**config.mk**
```make
export PLATFORM = sky130hd
export DESIGN_NAME = spi_dac8512_rx_flat
export DESIGN_NICKNAME = d
export VERILOG_FILES = /design/src/rtl/spi_dac8512_rx_if.sv /design/src/rtl/spi_dac8512_rx.sv /design/src/flat_wrapper.sv
export SDC_FILE = /design/constraint.sdc
export NUM_CORES = 1
export LEC_CHECK = 0
export CELL_PAD_IN_SITES_DETAIL_PLACEMENT = 1
export CELL_PAD_IN_SITES_GLOBAL_PLACEMENT = 1
export CORE_MARGIN = 1.5
export CORE_UTILIZATION = 43
export DETAILED_ROUTE_END_ITERATION = 10
export GPL_ROUTABILITY_DRIVEN = 0
export PLACE_DENSITY_LB_ADDON = 0.2
export REMOVE_ABC_BUFFERS = 1
export SYNTH_ARGS = -nofsm -noshare
export SYNTH_HDL_FRONTEND = slang
export SYNTH_SLANG_ARGS = --single-unit
```
**constraint.sdc**
```tcl
create_clock -name clk -period 2.2 [get_ports clk]
set_clock_uncertainty 0.05 [all_clocks]
set_input_delay 0.44 -clock clk [delete_from_list [all_inputs] [get_ports clk]]
set_output_delay 0.44 -clock clk [all_outputs]
set_load 0.02 [all_outputs]
```
**src/rtl/spi_dac8512_rx_if.sv**
```systemverilog
// spi_dac8512_rx_if: serial pins and emulated DAC outputs of the SPI DAC receiver
interface spi_dac8512_rx_if #(
  parameter int NBIT = 12
);
  logic            NCS;
  logic            SCLK;
  logic            SDAT;
  logic            NLD;
  logic            NCLR;
  logic [NBIT-1:0] DOUT;
  logic [NBIT-1:0] IREG;
  logic            ok;
  logic            err;
  logic            busy;
  modport master (output NCS, SCLK, SDAT, NLD, NCLR, input DOUT, IREG, ok, err, busy);
  modport slave  (input NCS, SCLK, SDAT, NLD, NCLR, output DOUT, IREG, ok, err, busy);
endinterface

```
**src/rtl/spi_dac8512_rx.sv**
```systemverilog
// spi_dac8512_rx: DAC8512-style SPI receiver with input register, load strobe and level clear
module spi_dac8512_rx #(
  parameter int NBIT  = 12,
  parameter int NSYNC = 2
) (
  input logic               clk,
  input logic               NRST,
  spi_dac8512_rx_if.slave   bus
);
  localparam int CW = $clog2(NBIT + 2);
  // Pin vector order {NCLR, NLD, SDAT, SCLK, NCS}; idle levels are high except SDAT.
  localparam logic [4:0] SYNC_RST = 5'b11011;
  typedef enum logic [1:0] {IDLE, SHIFT, CHECK} state_t;
  logic [4:0]      r_sync [NSYNC];
  logic [4:0]      r_hist;
  logic [4:0]      w_s;
  logic            w_ncs_fall, w_ncs_rise, w_sclk_rise, w_sdat, w_nld_fall, w_clr;
  state_t          r_state, w_state_nxt;
  logic [CW-1:0]   r_cnt, w_cnt_nxt;
  logic [NBIT-1:0] r_sh, w_sh_nxt;
  logic            w_accept, w_reject;
  logic [NBIT-1:0] r_ireg, r_dout;
  logic            r_valid, r_ok, r_err;
  assign w_s         = r_sync[NSYNC-1];
  assign w_ncs_fall  = r_hist[0] & ~w_s[0];
  assign w_ncs_rise  = ~r_hist[0] & w_s[0];
  // Serial clock edges only count while the chip select is (synchronized) low.
  assign w_sclk_rise = ~r_hist[1] & w_s[1] & ~w_s[0];
  assign w_sdat      = w_s[2];
  assign w_nld_fall  = r_hist[3] & ~w_s[3];
  assign w_clr       = ~w_s[4];
  // Synchronizer chain for all five pins plus one history stage for edge detection.
  always_ff @(posedge clk or negedge NRST) begin
    if (!NRST) begin
      for (int i = 0; i < NSYNC; i++) r_sync[i] <= SYNC_RST;
      r_hist <= SYNC_RST;
    end else begin
      r_sync[0] <= {bus.NCLR, bus.NLD, bus.SDAT, bus.SCLK, bus.NCS};
      for (int i = 1; i < NSYNC; i++) r_sync[i] <= r_sync[i-1];
      r_hist <= w_s;
    end
  end
  // Frame FSM next state, bit counter and shift register updates.
  always_comb begin
    w_state_nxt = r_state;
    w_cnt_nxt   = r_cnt;
    w_sh_nxt    = r_sh;
    w_accept    = 1'b0;
    w_reject    = 1'b0;
    case (r_state)
      IDLE: begin
        if (w_ncs_fall) begin
          w_state_nxt = SHIFT;
          w_cnt_nxt   = '0;
          w_sh_nxt    = '0;
        end
      end
      SHIFT: begin
        if (w_sclk_rise) begin
          w_sh_nxt  = {r_sh[NBIT-2:0], w_sdat};
          w_cnt_nxt = (r_cnt == CW'(NBIT + 1)) ? r_cnt : r_cnt + 1'b1;
        end
        if (w_ncs_rise) w_state_nxt = CHECK;
      end
      CHECK: begin
        w_state_nxt = IDLE;
        w_accept    = (r_cnt == CW'(NBIT));
        w_reject    = (r_cnt != CW'(NBIT));
      end
      default: w_state_nxt = IDLE;
    endcase
  end
  // FSM state register.
  always_ff @(posedge clk or negedge NRST) begin
    if (!NRST) begin
      r_state <= IDLE;
      r_cnt   <= '0;
      r_sh    <= '0;
    end else begin
      r_state <= w_state_nxt;
      r_cnt   <= w_cnt_nxt;
      r_sh    <= w_sh_nxt;
    end
  end
  // Input/DAC registers: clear wins over load and accept; load takes IREG before this cycle's accept.
  always_ff @(posedge clk or negedge NRST) begin
    if (!NRST) begin
      r_ireg  <= '0;
      r_dout  <= '0;
      r_valid <= 1'b0;
      r_ok    <= 1'b0;
      r_err   <= 1'b0;
    end else begin
      r_err <= w_reject;
      r_ok  <= w_nld_fall & r_valid & ~w_clr;
      if (w_clr) begin
        r_ireg  <= '0;
        r_dout  <= '0;
        r_valid <= 1'b0;
      end else begin
        if (w_nld_fall && r_valid) r_dout <= r_ireg;
        if (w_accept) begin
          r_ireg  <= r_sh;
          r_valid <= 1'b1;
        end
      end
    end
  end
  assign bus.DOUT = r_dout;
  assign bus.IREG = r_ireg;
  assign bus.ok   = r_ok;
  assign bus.err  = r_err;
  assign bus.busy = (r_state == SHIFT);
endmodule

```
**src/flat_wrapper.sv**
```systemverilog
// flat-port wrapper written by rule: the top's interface ports become plain ports
module spi_dac8512_rx_flat 
#(
  parameter int NBIT  = 12,
  parameter int NSYNC = 2
)
  (clk, NRST, bus_NCS, bus_SCLK, bus_SDAT, bus_NLD, bus_NCLR, bus_DOUT, bus_IREG, bus_ok, bus_err, bus_busy);
  spi_dac8512_rx_if #(.NBIT(NBIT)) bus_i ();
  input logic clk;
  input logic NRST;
  input wire logic [$bits(bus_i.NCS)-1:0] bus_NCS;
  input wire logic [$bits(bus_i.SCLK)-1:0] bus_SCLK;
  input wire logic [$bits(bus_i.SDAT)-1:0] bus_SDAT;
  input wire logic [$bits(bus_i.NLD)-1:0] bus_NLD;
  input wire logic [$bits(bus_i.NCLR)-1:0] bus_NCLR;
  output wire logic [$bits(bus_i.DOUT)-1:0] bus_DOUT;
  output wire logic [$bits(bus_i.IREG)-1:0] bus_IREG;
  output wire logic [$bits(bus_i.ok)-1:0] bus_ok;
  output wire logic [$bits(bus_i.err)-1:0] bus_err;
  output wire logic [$bits(bus_i.busy)-1:0] bus_busy;
  assign bus_i.NCS = bus_NCS;
  assign bus_i.SCLK = bus_SCLK;
  assign bus_i.SDAT = bus_SDAT;
  assign bus_i.NLD = bus_NLD;
  assign bus_i.NCLR = bus_NCLR;
  assign bus_DOUT = bus_i.DOUT;
  assign bus_IREG = bus_i.IREG;
  assign bus_ok = bus_i.ok;
  assign bus_err = bus_i.err;
  assign bus_busy = bus_i.busy;
  spi_dac8512_rx #(.NBIT(NBIT), .NSYNC(NSYNC)) u_core (.clk(clk), .NRST(NRST), .bus(bus_i));
endmodule
```
# ---- Word level (Yosys, flattened, before mapping)
# Cells that the tools add are included.
dict set report classes {
  addsub 1
  n_eq_ne 11
  n_mux 18
  n_bitwise 11
  reduce_logical 6
}
# operator count
set ops {}
lappend ops {{$mux W12} 6}
lappend ops {{$pmux W12 S2} 1}
lappend ops {{$mux W4} 3}
lappend ops {{$eq A4 B4 Y1 const B} 2}
lappend ops {{$pmux W4 S2} 1}
lappend ops {{$and A1 B1 Y1} 7}
lappend ops {{$ne A2 B1 Y1 const B} 3}
lappend ops {{$ne A2 B2 Y1 const B} 3}
lappend ops {{$add A4 B1 Y4 const B} 1}
lappend ops {{$mux W1} 4}
lappend ops {{$mux W2} 2}
lappend ops {{$ne A4 B4 Y1 const B} 1}
lappend ops {{$not A1 Y1} 4}
lappend ops {{$pmux W2 S2} 1}
lappend ops {{$reduce_and A4 Y1} 1}
lappend ops {{$reduce_and A3 Y1} 1}
lappend ops {{$eq A2 B1 Y1 const B} 1}
lappend ops {{$eq A2 B2 Y1 const B} 1}
lappend ops {{$logic_not A2 Y1} 1}
lappend ops {{$reduce_and A2 Y1} 1}
lappend ops {{$reduce_bool A2 Y1} 1}
lappend ops {{$logic_and A1 B1 Y1} 1}
dict set report totals {
  regBits 59
  input_bits 7
  out_inout_bits 27
  word_cells 58
}

# ---- Depth between registers and ports, before layout
dict set report logic_depth {
  depth_word 5
  ltp_mapped 6
  ltp_nobuf 5
}

# ---- Worst setup path before layout
# OpenSTA, ideal clock, no wires.
dict set report synth_path {
  path_kind {register to register}
  from {register u_core.r_sync, in the netlist u_core.w_s[1]}
  to {register u_core.r_sh[10]}
  setup_time_ps 79
  t_arrival_ps 1396
  required_time_ps 2071
  slack_ps 675
  path_stages_with_launch 5
  path_buffers 1
  synth_period_minus_slack_ps 1525
  cell_sequence {dfstp_2 -> nand3b_2 -> a211oi_4 -> buf_8 -> mux2i_1}
}
dict set report synth_via {
  elab_chain_cells 4
}
# item line_no
set synth_rtl {}
lappend synth_rtl {{from (decl)} spi_dac8512_rx.sv:14} ;# logic [4:0] r_sync [NSYNC];
lappend synth_rtl {{$and A1 B1 Y1 (2 in series)} spi_dac8512_rx.sv:28} ;# assign w_sclk_rise = ~r_hist[1] & w_s[1] & ~w_s[0];
lappend synth_rtl {{$ne A2 B1 Y1 (no source line)} -}
lappend synth_rtl {{$reduce_and A3 Y1 (no source line)} -}
lappend synth_rtl {{to (signal assigned)} spi_dac8512_rx.sv:82} ;# r_sh <= w_sh_nxt;
lappend synth_rtl {{to (decl)} spi_dac8512_rx.sv:20} ;# logic [NBIT-1:0] r_sh, w_sh_nxt;
# Every way passes these cells.
# A chain may end at the register's enable or synchronous reset.

# ---- Worst setup path in the final report
dict set report layout_path {
  from {register u_core.r_state[1]}
  to {output port bus_busy}
}
dict set report layout_via {
  elab_chain_cells 1
}
# item line_no
set layout_rtl {}
lappend layout_rtl {{from (decl)} spi_dac8512_rx.sv:18} ;# state_t r_state, w_state_nxt;
lappend layout_rtl {{from (signal assigned)} spi_dac8512_rx.sv:80} ;# r_state <= w_state_nxt;
lappend layout_rtl {{$eq A2 B1 Y1} spi_dac8512_rx.sv:113} ;# assign bus.busy = (r_state == SHIFT);
lappend layout_rtl {{to (decl)} flat_wrapper.sv:20} ;# output wire logic [$bits(bus_i.busy)-1:0] bus_busy;
# Every way passes these cells.

==> results by group <==
Outcome
  • Status: completed

Layout
  • Inserted Diodes: 0
  • Final instance area: 2840 um2
  • Filler cells: 524
  • Reg area: 1470 um2
  • Final Non-Filler Cells: 287
  • Nets: 222
  • Area grow syn2layout: 25.9%
  • Combined area of the multi-input logic cells: 682 um2
  • Share of layout cells above drive strength 1: 14.3%

Global routing
  • Largest net degree at the start of global routing: 59
  • Vias in the first global route: 1,630
  • Grt ovf: 0
  • First-pass GRT wire length: 7730 um
  • Initial antenna violation count: 0
  • Total GRT Usage: 19.5%

Timing
  • Post-route clock period utilization: 95.6%
  • Setup violators final: 0
  • Worst Tran Pin Value: 1.07 ns
  • RSZ-0062 raised after global routing: false
  • Hold Slack: 0.0460 ns
  • Slew headroom: 28.9%
  • Final Hold Viols: 0
  • Fin Setup TNS: 0 ns
  • Clock period minus worst slack: 2.10 ns
  • Highest clock rate: 0.475 GHz
  • Slew Limit Fails: 0

Drt
  • First-pass detailed-route iteration total: 3
  • Initial DRC count: 47
  • Routed Antenna Nets: 0
  • WL/cell: 16.5 um
  • Final wirelength: 4740 um
  • Via/cell ratio: 5.18
  • DRC violations left: 0
  • Routed vias: 1,488

Pwr
  • Pleak: 1.26 nW
  • Max VDD drop: 0.376 mV
  • PD cells: 801 nW/um2
  • Total power: 2.27 mW

Worst setup path
  • Kind of end point of the critical path: primary output
  • Startpoint types: register
  • Largest stage delay on the critical path: 0.63 ns
  • Worst path slowest cell: clkdlybuf4s50_1
  • Crit path DAT: 1.61 ns
  • Setup Crit Path Kind: reg2out
  • Worst-path maximum fanout: 7
  • CP cell instances: nor2b_1 > clkdlybuf4s50_1
  • Worst EP required: 1.71 ns

Synth
  • Sequential area share after synthesis: 65.0%
  • Yosys cell types: 33
  • Synth area leader: dfrtp_1
  • EDFF count, synth: 0
  • Post-synth top cells: 47 x dfrtp_1, 24 x a22o_1, 17 x inv_1
  • Synth top area cells: dfrtp_1 52%, dfstp_2 13%, a22o_1 9.3%
  • Post-synth top flop: dfrtp_1
  • Yosys reg bits: 58
  • Synth async-reset ratio: 100%
  • Count leader, synth: dfrtp_1
  • Syn Inst Count: 171
  • Post-Syn Area per Cell: 13.2 um2
  • Synthesized cell area: 2250 um2
  • Ys Warns: 0
  • Share of the synthesized area in the top cell type: 52.2%

Floorplanning
  • I/O Pins: 34
  • Die width: 75.4 um
  • Cell Rows: 26
  • Die ar.: 5680 um2
  • Initial core utilization: 44.4%
  • Core ar.: 5070 um2
  • Die Y: 75.4 um

Clocking
  • CTS Buffer Depth: 2
  • CTS Sinks: 58
  • CTS tree: yes
  • CTS buffer count: 9
  • Resize count post-CTS: 0
  • Htree depth: 3
  • Setup Fix Bufs, Post-CTS: 0
  • Clk Latency, worst-skew pair: 0.34 ns
  • Clk root buf: clkbuf_8
  • Clock-pin slew on the worst setup and hold paths: 0.06 ns
  • Hold_buf cts: 0

Placed design
  • Area after DPL: 2670 um2
  • Port Buf Inserts: 33
  • Placed insts: 271
  • DP HPWL: 3050 um

Min path
  • Worst min-delay path class: in2async

Flow run
  • Max Cap Viol: 0
-- final cells by class --
class                      instances  area share (%)
timing repair buffer              37            13.0
inverter                          17            2.25
clock buffer                      16            6.00
sequential                        58            51.7
multi-input combinational         89            24.0
tap                               70            3.09
-- worst paths after layout --
| path | startpoint | to | cells after the start | slack, ns |
|---|---|---|---|---|
| worst max register to register | u_core.r_cnt[0]$_DFFE_PN0P_ | u_core.bus.IREG[5]$_DFFE_PN0P_ | 5 | 0.14 |
| min in group clk | u_core.r_sync[9]$_DFF_PN1_ | u_core.w_s[4]$_DFF_PN1_ | 0 | 0.30 |
| worst max-delay path | u_core.r_state[1]$_DFFE_PN0P_ | bus_busy | 2 | 0.1 |
| worst min register to register | u_core.r_sync[9]$_DFF_PN1_ | u_core.w_s[4]$_DFF_PN1_ | 0 | 0.30 |
| max in group asynchronous | NRST | u_core.r_hist[0]$_DFF_PN1_ | 2 | 1.76 |
| worst min-delay path | NRST | u_core.bus.IREG[8]$_DFFE_PN0P_ | 2 | 0.05 |
-- power breakdown --
part / total [mW] / switching [mW] / internal [mW]
Combinational: 0.227 / 0.134 / 0.0929
Clock: 0.861 / 0.388 / 0.473
Sequential: 1.18 / 0.0565 / 1.13
Total: 2.27 / 0.579 / 1.69
-- registers in the layout, indices dropped and copies added (netlist names) --
| signal | cells |
|---|---|
| u_core.bus.DOUT | 12 |
| u_core.bus.IREG | 12 |
| u_core.bus.err | 1 |
| u_core.bus.ok | 1 |
| u_core.r_cnt | 4 |
| u_core.r_hist | 3 |
| u_core.r_sh | 12 |
| u_core.r_state | 2 |
| u_core.r_sync | 5 |
| u_core.r_valid | 1 |
| u_core.w_s | 5 |
-- layout by cell type (no fill, tap or decap), drive strengths merged, types with 3 or more instances in the layout --
cell           Yosys  routed
dfrtp             47      47
clkdlybuf4s50      0      32
a22o              24      24
inv               17      17
clkbuf             2      16
nand2             13      13
mux2i             12      12
dfstp             11      11
a21oi              5       5
buf                5       5
and3               4       4
nor2b              3       3
a31oi              3       3
ha                 3       3
-- layer usage --
layer / up-vias / GRT usage (%) / share of wire [%]
li1: 679 / - / -
met1: 746 / 20.4 / 41
met2: 41 / 31.9 / 50
met3: 22 / 6.88 / 4.3
met4: 0 / 15.3 / 5.6
met5: - / 0 / 0
-- critical path, delay by kind of cell (launching register included) --
family,cells,cell delay (ns)
buf+inv,1,0.63
simple gates,1,0.18
flops,1,0.47
-- per-stage QoR --
step	setup slack [ns]	util, %
2_1_floorplan	0.299	-
3_3_place_gp	0.310	52.5
3_5_place_dp	0.131	52.5
4_1_cts	0.0665	55.9
5_1_grt	0.00135	55.9
6_report	0.0965	55.9
-- kinds of logic (layout without fill, tap and decap cells) --
| family | count (synthesis) | after routing | synth area share (%) |
|---|---|---|---|
| buffers and inverters | 24 | 70 | 4.72 |
| AND/OR/NAND/NOR | 35 | 35 | 9.05 |
| adder cells (fa/ha/maj) | 3 | 3 | 1.67 |
| flip-flops | 58 | 58 | 65.0 |
| multiplexers | 12 | 12 | 5.33 |
| AO/OA/AOI/OAI | 39 | 39 | 14.2 |
Power figures use the tool's default switching activity.
